`src/rtl/request_mux_reg.sv`:
```
// rtl/request_mux_reg.sv - N-to-1 request selector with registered copy; optional REQUEST_MUX_SEL_CHECK_EN sticky select_err
module request_mux_reg #(
    parameter  int REQ_WIDTH  = 14,
    parameter  int REQ_NUMBER = 2,
    localparam int SEL_WIDTH  = (REQ_NUMBER > 1) ? $clog2(REQ_NUMBER) : 1
) (
    input  logic                 clk,
    input  logic                 reset,
    input  logic [REQ_WIDTH-1:0] requests [REQ_NUMBER],
    input  logic [SEL_WIDTH-1:0] select,
    output logic [REQ_WIDTH-1:0] selected_request,
    output logic                 selected_valid,
    output logic [REQ_WIDTH-1:0] selected_request_q,
    output logic                 select_err
);

    logic [31:0]          w_sel_ext;
    logic [REQ_WIDTH-1:0] w_selected;
    logic [REQ_WIDTH-1:0] r_selected_q;

    assign w_sel_ext = 32'(select);

    // An out-of-range select matches no index and yields all-zero: not valid, wr=0.
    always_comb begin
        w_selected = '0;
        for (int i = 0; i < REQ_NUMBER; i++) begin
            if (w_sel_ext == 32'(i)) begin
                w_selected = requests[i];
            end
        end
    end

    assign selected_request = w_selected;
    assign selected_valid   = w_selected[0];

    always_ff @(posedge clk or negedge reset) begin
        if (!reset) begin
            r_selected_q <= '0;
        end else begin
            r_selected_q <= w_selected;
        end
    end

    assign selected_request_q = r_selected_q;

`ifdef REQUEST_MUX_SEL_CHECK_EN
    logic w_out_of_range;
    logic r_select_err;

    assign w_out_of_range = (w_sel_ext >= 32'(REQ_NUMBER));

    // Sticky until reset; reset dominates a simultaneous out-of-range select.
    always_ff @(posedge clk or negedge reset) begin
        if (!reset) begin
            r_select_err <= 1'b0;
        end else if (w_out_of_range) begin
            r_select_err <= 1'b1;
        end
    end

    assign select_err = r_select_err;
`else
    assign select_err = 1'b0;
`endif

endmodule

```
`config.mk`:
```
export PLATFORM = sky130hd
export DESIGN_NAME = request_mux_reg
export DESIGN_NICKNAME = d
export VERILOG_FILES = /design/src/rtl/request_mux_reg.sv
export SDC_FILE = /design/constraint.sdc
export NUM_CORES = 1
export LEC_CHECK = 0
export CORE_AREA = 2 2 47 49
export DETAILED_ROUTE_END_ITERATION = 8
export DIE_AREA = 0 0 49 51
export PLACE_DENSITY = 0.88
export SLEW_MARGIN = 0
export SYNTH_ARGS = -nofsm -noshare
export SYNTH_HDL_FRONTEND = slang
export SYNTH_SLANG_ARGS = --single-unit
```
`constraint.sdc`:
```
create_clock -name clk -period 3 [get_ports clk]
set_clock_uncertainty 0.2 [all_clocks]
set_input_delay 0.9 -clock clk [delete_from_list [all_inputs] [get_ports clk]]
set_output_delay 0.9 -clock clk [all_outputs]
set_load 0.005 [all_outputs]
```
======== Yosys cells after proc, flatten, opt, wreduce, memory -nomap -nowiden ========
Index checks and enable logic that the tools add are counted.
word-level totals
  register bits after elaboration ......... 14
  word-level logic and storage cells ...... 4
operators by class
  mux-type cells .......................... 2
  reductions and logical operators ........ 1
operators by type and width
  operator           count
  $logic_not A32 Y1  1
  $mux W14           2

======== Logic depth before layout (Yosys ltp) ========
  word-level depth ........................ 3
  depth in mapped cells ................... 2
  gate-level depth less buffers ........... 1

======== Worst setup path after synthesis ========
OpenSTA, ideal clock, no wires.
  kind .................................... input-to-output
  from .................................... in select
  to ...................................... out selected_request[0]
  data arrival time ....................... 1372 ps
  required time ........................... 1900 ps
  setup slack ............................. 528 ps
  stages on the path ...................... 2
  path buffers ............................ 1
  cell sequence ........................... mux2_2 buf_4
between the ends
  cells in the longest elaborated chain, start to end .. 3
ends and longest elaborated chain
  item                line  text
  start: declaration  10    input logic [SEL_WIDTH-1:0] select,
  $logic_not A32 Y1   27    if (w_sel_ext == 32'(i)) begin
  $mux W14            27
  $mux W14 *          27
  end: declaration    11    output logic [REQ_WIDTH-1:0] selected_request,
Mark *: on every way between the ends. The rest lies on a longest branch, timed or not.

======== Worst setup path after layout ========
  from .................................... in requests[14] (netlist name)
  to ...................................... out selected_valid
between the ends
  cells in the longest elaborated chain, start to end .. 2
ends and longest elaborated chain
  item                   line  text
  start: declaration     9     input logic [REQ_WIDTH-1:0] requests [REQ_NUMBER],
  $mux W14 (2 in a row)  27
  end: declaration       12    output logic selected_valid,
Every way passes these cells.

==> run summary <==
The number of different library cells used by synthesis comes to 5. Leading cell type in the layout, fill and taps excluded: sky130_fd_sc_hd__clkdlybuf4s50_1. TritonCTS built the clock tree. For this configuration, the core starts out at a cell density of 26.1%. Setup repair after global routing left no endpoint under its margin.

The most critical setup path has its startpoint at requests[14]. After clock tree synthesis, the clock-pin slew on the worst setup and hold paths is 0.09 ns. After detailed routing, the average wire length per cell comes to 12.9 µm. The run gives 2630 µm as the global-route wire length before repair. In this run the count of I/O pins placed on the die edge is 61.

The relative slew slack was 59.2%. Sequential cells were found to cover 65.1% of the synthesized design area. The die outline height came out at 51 µm.

After detailed placement, the total cell area comes to 1150 µm². The fmax is 338 MHz, and the total clock buffers created by CTS is 3. The tree built by TritonCTS fans out to 14 sinks. The number of global-route vias before repair is 562, and the total routed wirelength is 1580 µm. The synthesized netlist devotes 0% of its cell area to compound gates. After synthesis, the share of cell area in mux cells is 29.3%. IR analysis of the VDD net gives a maximum drop of 0.217 mV. The register bit total from synthesis was 14; the flip-flop count of the largest register, all copies and words added was 14. The first-iteration detailed-routing DRC count came out at 0. Net count reported at finish: 127. At the pin with the least slew margin, the transition time is 0.610 ns. The flow ran to the end, and the final reports show no timing, DRC or antenna violations.

The logs give 0 for the number of max-capacitance violations reported and 499 for the number of vias after detailed routing. Compared with the post-synthesis result, the final layout area differs by 121%. Synthesized netlist net count: 63. After floorplanning, the core was divided into 17 placement rows. The final-report max-slew violation count was 0; the count of endpoints failing hold in the final timing report was 0.

After synthesis the cells add up to 538 µm². After synthesis, the largest area contributor takes up 65.1% of total cell area. With fillers left out, the area of the finished cells amounts to 1190 µm². The minimum clock period after layout works out to 2.96 ns. The capture point of the critical path is selected_valid. Including well taps, the total number of placed cells is 118.

By area, the combinational part of the netlist is dominated by multiplexers. The floorplan die width was 49 µm. Biggest area consumer among synthesized cells: sky130_fd_sc_hd__dfrtp_1. In this run the worst hold path is classified as in -> async. After floorplanning, the core was sized to cover 2060 µm². Entering global routing, the biggest net connects 15 pins. The logs give 0 for the antenna diode count and 0 for the overflow left after global routing. Type of element launching the critical path: an input port. STA puts the critical path data required time at 1.90 ns. The die covers 2500 µm². The simple-gate share of the synthesized area is 0%, and the via count normalized by instance count is 4.06.

The run gives 123 as the count of non-filler cells in the finished layout. The leakage power of the design was 0.000513 µW. Power spread over the standard cell area amounts to 390 nW/µm². The run gives 1 as the first-pass iteration count of the detailed router. In the layout the commonest cells are sky130_fd_sc_hd__clkdlybuf4s50_1, sky130_fd_sc_hd__dfrtp_1, sky130_fd_sc_hd__mux2_2.

For this run, the total global-route usage over all layers was measured as 14.4%. The post-route fraction of the period consumed by the critical path works out to 98.7%. In this run the remaining antenna-violating nets after routing total 0.

The arrival time of the worst setup path is 1.86 ns. After detailed routing, the number of remaining DRC violations is 0. Once layout is complete, the utilization of the core stands at 57.7%. In the final layout, the share of cells above drive strength 1 is 26.3%. Of the total synthesized cell area, the portion taken by XOR and XNOR cells is 0%. After layout, the design draws a total of 464 µW.

Yosys attributes the largest share of cell area to sky130_fd_sc_hd__dfrtp_1, sky130_fd_sc_hd__mux2_2, sky130_fd_sc_hd__buf_4, sky130_fd_sc_hd__buf_6, sky130_fd_sc_hd__conb_1. The worst setup path is captured at an output port. Setup violations remaining at the end of the flow were counted as 0. The run gives 32 as the post-synthesis cell count.

The mean post-synth cell area is 16.8 µm², and the number of levels the H-tree was split into is 1. After Yosys synthesis, full adders, half adders and majority gates account for 0% of the synthesized area. The run gives 0 as the initial antenna violation count. After legalization and detailed placement, the total HPWL measured 1270 µm.

The clock passes through at most 2 buffers. Largest fanout on the critical path: 3. During placement, the flow inserted port buffers numbering 59. For this run, the number of Yosys warnings is 0. Critical path class: in -> out. The buffer cell driving the clock tree root is sky130_fd_sc_hd__clkbuf_4. Routability-driven placement finished with a final weighted congestion of 0.709.
[power breakdown]
| part | internal (µW) | switching [µW] | leakage [µW] |
|---|---|---|---|
| clock network | 73.8 | 59.9 | 0.0000210 |
| logic | 89.5 | 34.5 | 0.000329 |
| registers | 203 | 3.62 | 0.000163 |
[Yosys cell counts]
master / n
sky130_fd_sc_hd__buf_6: 1
sky130_fd_sc_hd__conb_1: 1
sky130_fd_sc_hd__dfrtp_1: 14
sky130_fd_sc_hd__buf_4: 2
sky130_fd_sc_hd__mux2_2: 14
[worst max-delay path, cell delays in order]
cell and delay [ns]:
sky130_fd_sc_hd__clkdlybuf4s50_1 0.40, sky130_fd_sc_hd__mux2_2 0.29, sky130_fd_sc_hd__dlygate4sd2_1 0.27
[cells by family (layout without fill, tap and decap cells)]
kind of cell,Yosys count,after routing
mux,14,14
flops,14,14
buf+inv,3,66
other cells,1,1
[worst min path at each step]
stage | startpoint | to | slack, ns | cells after the start
after floorplan | reset | selected_request_q[0] | 0.40 | 0
after global placement | reset | selected_request_q[9] | 1.12 | 1
after detailed placement | reset | selected_request_q[9] | 1.13 | 1
after CTS | reset | selected_request_q[9] | 0.82 | 1
after global routing | reset | selected_request_q[9] | 0.85 | 1
final | reset | selected_request_q[9] | 0.80 | 1
[stage by stage]
stage                     hold slack [ns]  setup WS (ns)  TNS (ns)
final                               0.798         0.0397         0
after global routing                0.850         0.0123         0
after CTS                           0.817         0.0115         0
after detailed placement             1.13         -0.495     -6.76
after global placement               1.12         -0.451     -6.56
after floorplan                     0.404          0.528         0
[layer usage]
layer	wire length, µm	track usage [%]	part of all wire, %	vias up
li1	-	-	-	232
met1	520	13.5	33	230
met2	902	27.6	57	33
met3	121	3.22	7.6	4
met4	38	10.0	2.4	0
met5	0	0	0	-
[timing repair]
action,in CTS,in global routing
gates resized for setup,25,4
pin swaps,0,0
hold buffers,0,0
setup endpoints to repair,15,4
cloned,0,0
endpoints found under the hold margin,0,0
setup buffers,1,0
[layout make-up]
cell class	count	area [µm²]
flip-flops and latches	14	350
well taps	28	35.0
fillers	194	873
repair buffers	62	603
multi-input cells	15	165
clock buffers	4	36.3
Power figures use the tool's default switching activity.
